[src/rtl/hazard_sequencer_if.sv]
// Control bundle between the hazard sources (IDU/LSU/EXU) and the hazard sequencer.
// The master drives the hazard requests; the slave returns the per-register pipeline controls.
interface hazard_sequencer_if #(
  parameter int CNT_W = 32
);
  logic [1:0]       idu_stall;
  logic             ldst_stall;
  logic             flush_req;
  logic             timeout_clr;
  logic             stall;
  logic             if_id_en;
  logic             id_ex_en;
  logic             ex_mem_en;
  logic             mem_wb_en;
  logic             if_id_flush;
  logic             id_ex_flush;
  logic             ex_mem_bubble;
  logic             flush_active;
  logic             stall_timeout;
  logic [CNT_W-1:0] stall_cycles;

  modport master (
    output idu_stall, ldst_stall, flush_req, timeout_clr,
    input  stall, if_id_en, id_ex_en, ex_mem_en, mem_wb_en,
           if_id_flush, id_ex_flush, ex_mem_bubble, flush_active,
           stall_timeout, stall_cycles
  );

  modport slave (
    input  idu_stall, ldst_stall, flush_req, timeout_clr,
    output stall, if_id_en, id_ex_en, ex_mem_en, mem_wb_en,
           if_id_flush, id_ex_flush, ex_mem_bubble, flush_active,
           stall_timeout, stall_cycles
  );
endinterface

[src/rtl/hazard_sequencer.sv]
// Per-register pipeline enable/flush/bubble sequencer with multi-cycle and deferred flush,
// a consecutive-stall watchdog and a saturating stall-cycle counter.
module hazard_sequencer #(
  parameter int FLUSH_CYCLES = 2,
  parameter int TIMEOUT      = 1024,
  parameter int CNT_W        = 32
) (
  input logic                 clk,
  input logic                 rst_n,
  hazard_sequencer_if.slave   bus
);
  localparam int FC_W = (FLUSH_CYCLES > 1) ? $clog2(FLUSH_CYCLES) : 1;
  localparam int TC_W = (TIMEOUT > 1) ? $clog2(TIMEOUT) : 1;
  localparam logic [FC_W-1:0] FLUSH_RELOAD = FC_W'(FLUSH_CYCLES - 1);
  localparam logic [TC_W-1:0] CONSEC_LAST  = TC_W'(TIMEOUT - 1);

  typedef enum logic [1:0] {S_RUN, S_FLUSH, S_PEND} state_t;
  typedef enum logic [2:0] {M_RUN, M_MEM, M_FLUSH, M_MD, M_LDUSE} mode_t;

  state_t           fsm;
  mode_t            mode;
  logic [FC_W-1:0]  flush_cnt;
  logic [TC_W-1:0]  consec_cnt;
  logic [CNT_W-1:0] stall_cycles_q;
  logic             stall_timeout_q;

  // A memory wait freezes everything, so it outranks a redirect; the redirect is then deferred.
  always_comb begin
    if (bus.ldst_stall)                                mode = M_MEM;
    else if (bus.flush_req || fsm != S_RUN)            mode = M_FLUSH;
    else if (bus.idu_stall[1])                         mode = M_MD;
    else if (bus.idu_stall[0])                         mode = M_LDUSE;
    else                                               mode = M_RUN;
  end

  // NOTE: every output gets a default before the case so no latch is inferred.
  always_comb begin
    bus.stall         = 1'b0;
    bus.if_id_en      = 1'b1;
    bus.id_ex_en      = 1'b1;
    bus.ex_mem_en     = 1'b1;
    bus.mem_wb_en     = 1'b1;
    bus.if_id_flush   = 1'b0;
    bus.id_ex_flush   = 1'b0;
    bus.ex_mem_bubble = 1'b0;
    bus.flush_active  = 1'b0;
    case (mode)
      M_MEM: begin
        bus.stall     = 1'b1;
        bus.if_id_en  = 1'b0;
        bus.id_ex_en  = 1'b0;
        bus.ex_mem_en = 1'b0;
        bus.mem_wb_en = 1'b0;
      end
      M_FLUSH: begin
        bus.if_id_flush  = 1'b1;
        bus.id_ex_flush  = 1'b1;
        bus.flush_active = 1'b1;
      end
      M_MD: begin
        bus.stall         = 1'b1;
        bus.if_id_en      = 1'b0;
        bus.id_ex_en      = 1'b0;
        bus.ex_mem_bubble = 1'b1;
      end
      M_LDUSE: begin
        bus.stall       = 1'b1;
        bus.if_id_en    = 1'b0;
        bus.id_ex_flush = 1'b1;
      end
      default: ;
    endcase
  end

  // NOTE: synchronous reset; state updates use non-blocking assignments only.
  always_ff @(posedge clk) begin
    if (!rst_n) begin
      fsm             <= S_RUN;
      flush_cnt       <= '0;
      consec_cnt      <= '0;
      stall_cycles_q  <= '0;
      stall_timeout_q <= 1'b0;
    end else begin
      case (mode)
        M_MEM: begin
          if (bus.flush_req) fsm <= S_PEND;
        end
        M_FLUSH: begin
          if (bus.flush_req || fsm == S_PEND) begin
            flush_cnt <= FLUSH_RELOAD;
            fsm       <= (FLUSH_CYCLES > 1) ? S_FLUSH : S_RUN;
          end else begin
            flush_cnt <= flush_cnt - FC_W'(1);
            if (flush_cnt <= FC_W'(1)) fsm <= S_RUN;
          end
        end
        default: ;
      endcase

      if (!bus.stall)                  consec_cnt <= '0;
      else if (consec_cnt != CONSEC_LAST) consec_cnt <= consec_cnt + TC_W'(1);

      // Setting the watchdog wins over a same-cycle clear.
      if (bus.stall && consec_cnt == CONSEC_LAST) stall_timeout_q <= 1'b1;
      else if (bus.timeout_clr)                   stall_timeout_q <= 1'b0;

      if (bus.stall && stall_cycles_q != {CNT_W{1'b1}})
        stall_cycles_q <= stall_cycles_q + CNT_W'(1);
    end
  end

  assign bus.stall_cycles  = stall_cycles_q;
  assign bus.stall_timeout = stall_timeout_q;
endmodule
[src/flat_wrapper.sv]
// flat-port wrapper written by rule: the top's interface ports become plain ports
module hazard_sequencer_flat 
#(
  parameter int FLUSH_CYCLES = 2,
  parameter int TIMEOUT      = 1024,
  parameter int CNT_W        = 32
)
  (clk, rst_n, bus_idu_stall, bus_ldst_stall, bus_flush_req, bus_timeout_clr, bus_stall, bus_if_id_en, bus_id_ex_en, bus_ex_mem_en, bus_mem_wb_en, bus_if_id_flush, bus_id_ex_flush, bus_ex_mem_bubble, bus_flush_active, bus_stall_timeout, bus_stall_cycles);
  hazard_sequencer_if #(.CNT_W(CNT_W)) bus_i ();
  input logic clk;
  input logic rst_n;
  input wire logic [$bits(bus_i.idu_stall)-1:0] bus_idu_stall;
  input wire logic [$bits(bus_i.ldst_stall)-1:0] bus_ldst_stall;
  input wire logic [$bits(bus_i.flush_req)-1:0] bus_flush_req;
  input wire logic [$bits(bus_i.timeout_clr)-1:0] bus_timeout_clr;
  output wire logic [$bits(bus_i.stall)-1:0] bus_stall;
  output wire logic [$bits(bus_i.if_id_en)-1:0] bus_if_id_en;
  output wire logic [$bits(bus_i.id_ex_en)-1:0] bus_id_ex_en;
  output wire logic [$bits(bus_i.ex_mem_en)-1:0] bus_ex_mem_en;
  output wire logic [$bits(bus_i.mem_wb_en)-1:0] bus_mem_wb_en;
  output wire logic [$bits(bus_i.if_id_flush)-1:0] bus_if_id_flush;
  output wire logic [$bits(bus_i.id_ex_flush)-1:0] bus_id_ex_flush;
  output wire logic [$bits(bus_i.ex_mem_bubble)-1:0] bus_ex_mem_bubble;
  output wire logic [$bits(bus_i.flush_active)-1:0] bus_flush_active;
  output wire logic [$bits(bus_i.stall_timeout)-1:0] bus_stall_timeout;
  output wire logic [$bits(bus_i.stall_cycles)-1:0] bus_stall_cycles;
  assign bus_i.idu_stall = bus_idu_stall;
  assign bus_i.ldst_stall = bus_ldst_stall;
  assign bus_i.flush_req = bus_flush_req;
  assign bus_i.timeout_clr = bus_timeout_clr;
  assign bus_stall = bus_i.stall;
  assign bus_if_id_en = bus_i.if_id_en;
  assign bus_id_ex_en = bus_i.id_ex_en;
  assign bus_ex_mem_en = bus_i.ex_mem_en;
  assign bus_mem_wb_en = bus_i.mem_wb_en;
  assign bus_if_id_flush = bus_i.if_id_flush;
  assign bus_id_ex_flush = bus_i.id_ex_flush;
  assign bus_ex_mem_bubble = bus_i.ex_mem_bubble;
  assign bus_flush_active = bus_i.flush_active;
  assign bus_stall_timeout = bus_i.stall_timeout;
  assign bus_stall_cycles = bus_i.stall_cycles;
  hazard_sequencer #(.FLUSH_CYCLES(FLUSH_CYCLES), .TIMEOUT(TIMEOUT), .CNT_W(CNT_W)) u_core (.clk(clk), .rst_n(rst_n), .bus(bus_i));
endmodule
[config.mk]
export PLATFORM = sky130hd
export DESIGN_NAME = hazard_sequencer_flat
export DESIGN_NICKNAME = d
export VERILOG_FILES = /design/src/rtl/hazard_sequencer_if.sv /design/src/rtl/hazard_sequencer.sv /design/src/flat_wrapper.sv
export SDC_FILE = /design/constraint.sdc
export NUM_CORES = 1
export LEC_CHECK = 0
export ABC_AREA = 1
export CELL_PAD_IN_SITES_DETAIL_PLACEMENT = 1
export CELL_PAD_IN_SITES_GLOBAL_PLACEMENT = 1
export CORE_UTILIZATION = 41
export CTS_BUF_LIST = sky130_fd_sc_hd__clkbuf_4
export DETAILED_ROUTE_END_ITERATION = 16
export PLACE_DENSITY = 0.95
export REMOVE_ABC_BUFFERS = 1
export SLEW_MARGIN = 10
export SYNTH_ARGS = -nofsm -noshare
export SYNTH_HDL_FRONTEND = slang
export SYNTH_SLANG_ARGS = --single-unit
[constraint.sdc]
create_clock -name clk -period 3.9 [get_ports clk]
set_input_delay 0.39 -clock clk [delete_from_list [all_inputs] [get_ports clk]]
set_output_delay 0.39 -clock clk [all_outputs]
set_load 0.1 [all_outputs]
# After elaboration in Yosys (flattened, before gate mapping)
# Cells that the tools add are included.
# classes
n_addsub	3
reduce_logical	12
n_lt_le_gt_ge	1
mux	18
eq_ne	10
# ops
cell	n
$add 32x1->32 const B	1
$ne 32x32->1 const B	1
$mux 3	4
$add 10x1->10 const B	1
$eq 10x10->1 const B	1
$mux 1	10
$ne 10x10->1 const B	1
$eq 3x2->1 const B	2
$mux 2	3
$reduce_bool 2->1	3
$pmux 2 s2	1
$reduce_or 2->1	2
$eq 3x1->1 const B	1
$eq 3x3->1 const B	1
$ne 3x1->1 const B	1
$reduce_and 3->1	1
$reduce_or 3->1	1
$eq 2x2->1 const B	1
$logic_and 1x1->1	2
$logic_or 1x1->1	2
$ne 2x2->1 const B	1
$reduce_and 2->1	1
$le 1x1->1 const B	1
$sub 1x1->1 const B	1
# totals
elab_cells	49
input_bits	7
register_bits	46
out_inout_bits	42

# Depth between registers and ports, before layout
# Gate-level depths: netlist (run 1).
# logic_depth
word_depth	9
depth_mapped	11
depth_no_buf	10

# Worst setup path after synthesis (run 1)
# Ideal clock, no wire load.
# synth_path
path_type	input port to output port
start	input bus_ldst_stall
end	output bus_if_id_en
cell_stages	3
required_time_ps	3510
path_buffers	0
setup_slack_ps	728
arrival_time_ps	2782
cell_sequence	inv_1 -> nand3_2 -> inv_1
# synth_between
elab_chain_len	4
word_cells_on_any_way	6
# synth_lines
element	line_no	source
start: declaration	flat_wrapper.sv:13	input wire logic [$bits(bus_i.ldst_stall)-1:0] bus_ldst_stall;
$mux 3 (*)	hazard_sequencer.sv:29	if (bus.ldst_stall) mode = M_MEM;
$eq 3x3->1, or another cell as far along	hazard_sequencer.sv:47	case (mode)
$reduce_or 3->1 (no source line) (*)	--	
$mux 1 (*)	hazard_sequencer.sv:47	
end: declaration	flat_wrapper.sv:17	output wire logic [$bits(bus_i.if_id_en)-1:0] bus_if_id_en;
# Mark *: on every way between the ends. The rest lies on a longest branch, timed or not.

# Final worst setup path (run 1)
# layout_path
start	input bus_ldst_stall
end	output bus_mem_wb_en
# layout_between
elab_chain_len	3
# layout_lines
element	line_no	source
$mux 3	hazard_sequencer.sv:29	
$eq 3x1->1	hazard_sequencer.sv:47	
$mux 1	hazard_sequencer.sv:47	
end: declaration	flat_wrapper.sv:20	output wire logic [$bits(bus_i.mem_wb_en)-1:0] bus_mem_wb_en;
# No other way between the ends.

==> results of run 1 <==
## cell type report
type | count | area [sq um] | area share (%)
Clock buffer | 5 | 37.54 | 1.126
Clock inverter | 1 | 5.005 | 0.1501
Inverter | 33 | 123.9 | 3.715
Multi-Input combinational cell | 340 | 1700 | 50.99
Sequential cell | 45 | 900.9 | 27.02
Tap cell | 77 | 96.34 | 2.889
Timing Repair Buffer | 49 | 470.5 | 14.11
## power breakdown
part | leakage (nW) | switching [W] | internal [W]
Sequential | 0.364 | 0.00000657 | 0.000465
Combinational | 0.816 | 0.000115 | 0.0000296
Clock | 0.0269 | 0.000151 | 0.0000630
## Yosys cell counts (3+ instances only)
library cell  number  area share (%)
clkbuf_1           4            0.53
nand3_1           23             4.1
nor3_1             3            0.53
inv_1             31             4.1
or2_2              4            0.89
xor2_1            11             3.4
nand4_1            7             1.5
o21ai_0            3            0.53
a21oi_2           20             6.2
a21oi_1           13             2.3
xnor2_1            6             1.9
nand2_4            4             1.6
a31oi_1            4            0.89
buf_12             3             2.1
dfxtp_1           45              32
nor2_4             4             1.6
nand2_2           14             3.1
nor2_1            75              10
nand2_1          141              19
## through the flow
stage               power [W]  util [%]  instances
floorplan           0.0005869         -        418
CTS                 0.0008385     51.34        550
global route        0.0008638     51.34        550
detailed placement  0.0006269     50.68        544
finish              0.0008306     51.34        550
global placement    0.0006237     50.68        544
## worst max-delay path by stage
stage / start / end / slack (ps)
after floorplan: bus_flush_req / bus_id_ex_flush / -700
after global routing: bus_ldst_stall / bus_mem_wb_en / 1220
after global placement: bus_ldst_stall / bus_ex_mem_en / 1320
after detailed placement: bus_ldst_stall / bus_ex_mem_en / 1290
final: bus_ldst_stall / bus_mem_wb_en / 1280
after CTS: bus_ldst_stall / bus_ex_mem_en / 1280
## worst max-delay path: cells and delay by family
family	cells	cell delay [ps]
buffers and inverters	3	1830
## sequential cells by signal, indices dropped and copies added, names as in the netlist
signal                    cells
u_core.fsm                    2
u_core.consec_cnt            10
u_core.bus.stall_cycles      32
u_core.bus.stall_timeout      1
## logic make-up (layout without fill, tap and decap cells)
logic type | count (synthesis) | in the layout | synth area share [%]
DFF | 45 | 45 | 31.89
adders and majority gates | 2 | 2 | 0.8856
AOI/OAI and AO/OA | 42 | 42 | 10.45
xor gates and xnor gates | 17 | 17 | 5.270
buffers and inverters | 44 | 88 | 7.927
and+or+nand+nor | 279 | 279 | 43.58
## routing by layer
layer | GRT usage, % | part of all wire [%] | vias up
li1 | - | - | 1438
met1 | 29.33 | 48 | 1346
met2 | 39.74 | 48 | 46
met3 | 2.918 | 2.9 | 6
met4 | 5.085 | 0.85 | 0
met5 | 0 | 0 | -
==> flow_summary.ini, run 1 <==
[route]
drtIter0Drc = 128
viasPerCell = 5.156
routedWlPerCell_um = 14.16
vias = 2836
drt_wl_total_mm = 7.789
antenna_left = 0
dr.pass1.iters = 4
drc = 0

[setup_path]
reg2reg_to = u_core.bus.stall_cycles[15]$_SDFFE_PN0P_
cp-start-kind = input pin
critPathCaptureType = output pin
crit_top_cell = clkdlybuf4s50_1
r2r-start = u_core.bus.stall_cycles[0]$_SDFFE_PN0P_
critPathKind = in2out
crit_slowest_cell = clkdlybuf4s50_1
reg2regPathDepth = 10
critPathMaxStageDelay_ps = 1170
arrival_ps = 2230
crit_fanout = 6
critical_path_required_ps = 3510
crit_chain = clkdlybuf4s50_1 > inv_1 > clkdlybuf4s50_1
r2r_slack_ps = 1470

[clocking]
cts_sinks = 45
ctsHoldBuffers = 0
cts.repair.resized = 0
cts_buffer_depth = 2
numCtsBuffers = 5
cts_max_level = 2
clk_latency_ps = 360
cts_tree = yes
clkTransAtPathRegs_ps = 120
ctsRootBufferMaster = clkbuf_4
cts_setup_buffers = 0

[sta]
fmax_ghz = 0.3817
tns_ps = 0
slew_violations = 0
post-route-period-util_pct = 67.17
setup_slack_ps = 1280
hold_slack_ps = 516.3
setup_violations = 0
rsz0062_at_grt = false
finalHoldViolations = 0
slew-limit-headroom_pct = 33.71
worst_pin_slew_ps = 991.3
fin_skew_ps = 9.216
min_period_ps = 2620

[min_path]
holdCritPathClass = reg2reg
holdPathStages = 2
hold_start = u_core.bus.stall_timeout$_SDFFE_PN0P_
min_delay_worst_endpoint = u_core.bus.stall_timeout$_SDFFE_PN0P_

[finish]
stdcell_area_sq_mm = 0.003334
nFillCells = 868
drive_gt1_share_pct = 13.74
layout_common_cells = nand2_1 (141), nor2_1 (75), dfxtp_1 (45)
antenna_cells = 0
area_growth_pct = 18.02
layout_commonest_cell = nand2_1
layout.nets = 483

[die]
coreArea_sq_mm = 0.006495
fp.dieW_um = 85.01
start_util_pct = 43.50
die_h_um = 85.01
row_count = 29
ios = 49
die_area_sq_mm = 0.007227

[grt]
grt_antenna_before_repair = 0
first_global_vias = 2807
grt_use_total_pct = 22.55
grt_max_degree = 30
grt_first_pass_wirelength_mm = 13.17
grt_overflow = 0

[placement]
gp_congestion = 0.8597
postPlaceCellArea_sq_mm = 0.003292
place_ws_ps = 1287
dpl.hpwl_mm = 5.990
portBuffers = 48

[yosys]
synth_warnings = 0
async_flop_share_pct = 0
syn_area_sq_mm = 0.002825
ys.flop_type = dfxtp_1
ys_seq_elements = 45
ys_seq_area_share_pct = 31.89
syn_inst = 429
synth_edf_count = 0
syn_avg_cell_area_sq_um = 6.586
synth.distinct_cells = 28

[power_and_ir_drop]
ir_worst_vdd_mv = 0.1264
power_density_mw_per_mm2 = 249.1
p_leak_nw = 1.207

[run]
drv_cap = 0

[outcome]
status = finished, final reports clean
(Power assumes the default switching activity.)
==> run 2, diff against run 1 <==
--- a/config.mk
+++ b/config.mk
@@ -8,10 +8,10 @@
 export ABC_AREA = 1
 export CELL_PAD_IN_SITES_DETAIL_PLACEMENT = 1
 export CELL_PAD_IN_SITES_GLOBAL_PLACEMENT = 1
-export CORE_UTILIZATION = 41
+export CORE_UTILIZATION = 35
 export CTS_BUF_LIST = sky130_fd_sc_hd__clkbuf_4
 export DETAILED_ROUTE_END_ITERATION = 16
-export PLACE_DENSITY = 0.95
+export PLACE_DENSITY = 0.9
 export REMOVE_ABC_BUFFERS = 1
 export SLEW_MARGIN = 10
 export SYNTH_ARGS = -nofsm -noshare
==> constraint.sdc (replaced) <==
create_clock -name clk -period 2.1 [get_ports clk]
set_input_delay 0.21 -clock clk [delete_from_list [all_inputs] [get_ports clk]]
set_output_delay 0.21 -clock clk [all_outputs]
set_load 0.1 [all_outputs]
==> flow_summary.ini, run 2 (same netlist as run 1, synthesis figures left out) <==
[sta]
slew-limit-headroom_pct = 70.63
setup_slack_ps = 159.6
finalHoldViolations = 0
fin_skew_ps = 11.00
rsz0062_at_grt = false
setup_violations = 0
min_period_ps = 1940
worst_pin_slew_ps = 439.9
slew_violations = 0
post-route-period-util_pct = 92.40
fmax_ghz = 0.5154

[power_and_ir_drop]
sequentialPowerShare_pct = 49.3
combPwrFrac_pct = 18.4
p_switching_w = 0.0005575
p_int_w = 0.001216
power_density_mw_per_mm2 = 498.6
total_power_w = 0.001773
ir_worst_vdd_mv = 0.2580
p_leak_nw = 1.411
swShare_pct = 31.44
p_clk_share_pct = 32.2

[clocking]
clk_latency_ps = 380
ctsRootBufferMaster = clkbuf_4
cts_buffer_depth = 2
numCtsBuffers = 5
cts_tree = yes
cts_sinks = 45
cts_max_level = 2
cts_setup_buffers = 0
clkTransAtPathRegs_ps = 150
cts.repair.resized = 0
ctsHoldBuffers = 0

[finish]
area_growth_pct = 25.86
layout_common_cells = nand2_1 (141), nor2_1 (75), buf_4 (49)
antenna_cells = 0
layout_commonest_cell = nand2_1
layout.nets = 499
largest_reg_flops = 32
nFillCells = 1044
drive_gt1_share_pct = 24.03

[route]
routedWlPerCell_um = 14.06
antenna_left = 0
dr.pass1.iters = 4
drc = 0
drtIter0Drc = 102
drt_wl_total_mm = 8.337
viasPerCell = 4.938
vias = 2928

[outcome]
status = finished, final reports clean

[die]
row_count = 32
ios = 49
die_area_sq_mm = 0.008436
start_util_pct = 36.37
die_h_um = 91.85
fp.dieW_um = 91.85
coreArea_sq_mm = 0.007767

[setup_path]
crit_slowest_cell = dfxtp_1
cp_num_buf_inv = 3
crit_family = simple AND/OR/NAND/NOR gates
critPathMaxStageDelay_ps = 350
critPathCaptureType = output pin
critical_path_required_ps = 1890
cp-start-kind = flop
critPathKind = reg2out
arrival_ps = 1730
crit_chain = nor2_1 > nand3_1 > nand3_2 > buf_4 > inv_1 > buf_12
crit_fanout = 6

[run]
drv_cap = 0

[placement]
portBuffers = 48
gp_congestion = 0.8081
dpl.hpwl_mm = 6.709
place_ws_ps = -15.26

[grt]
grt_first_pass_wirelength_mm = 14.32
gr-max-usage-layer = met2
grt_overflow = 0
first_global_vias = 2968
met2_usage_pct = 38.31
grt_use_total_pct = 21.25
use_met1_pct = 25.85
grt_max_degree = 26
grt_use_met3_pct = 3.400
grt_antenna_before_repair = 0

[min_path]
holdCritPathClass = in2reg
## run 2: metrics by stage
stage          util, %  TNS (ps)  cell area (sq um)  hold WS (ps)  cells
5_1_grt          45.78         0               3556         496.8    593
6_report         45.78         0               3556         475.2    593
4_1_cts          45.73         0               3552         480.5    593
3_3_place_gp     44.65         0               3468         475.0    585
2_1_floorplan        -    -64250               2725         330.5    418
3_5_place_dp     44.65    -15.26               3468         504.6    585
## run 2: power by group through the flow
stage | logic [W] | registers [W] | clock network (W)
2_1_floorplan | 0.000163 | 0.000927 | 0
3_3_place_gp | 0.000321 | 0.000891 | 0
3_5_place_dp | 0.000328 | 0.000893 | 0
4_1_cts | 0.000329 | 0.000875 | 0.000589
5_1_grt | 0.000343 | 0.000876 | 0.000627
6_report | 0.000327 | 0.000874 | 0.000572
## run 2: area by class of cell
type	instances	area [sq um]	area share (%)
clock buffer	5	37.54	1.056
inverter	33	123.9	3.483
multi-input combinational	340	1700	47.82
clock inverter	3	46.29	1.302
sequential	45	900.9	25.33
tap	102	127.6	3.589
timing repair buffer	65	619.3	17.42
## run 2: final timing paths
check,start,to,slack [ps],cells past startpoint
worst max-delay path,u_core.fsm[1]$_SDFFE_PN0P_,bus_if_id_en,160,6
worst min-delay path,bus_timeout_clr,u_core.bus.stall_timeout$_SDFFE_PN0P_,480,3
worst min register to register,u_core.bus.stall_timeout$_SDFFE_PN0P_,u_core.bus.stall_timeout$_SDFFE_PN0P_,520,2
worst max register to register,u_core.bus.stall_cycles[1]$_SDFFE_PN0P_,u_core.bus.stall_cycles[10]$_SDFFE_PN0P_,170,10
## run 2: layer usage
metal	routed length, um	vias up	part of all wire, %
li1	-	1472	-
met1	3793	1397	45
met2	4192	50	50
met3	242	9	2.9
met4	109	0	1.3
met5	0	-	0
## run 2: worst min-delay path: cells and delay by family
| kind | cells | cell delay, ps |
|---|---|---|
| simple gates | 1 | 150 |
| compound gates | 1 | 70 |
| buf+inv | 1 | 410 |
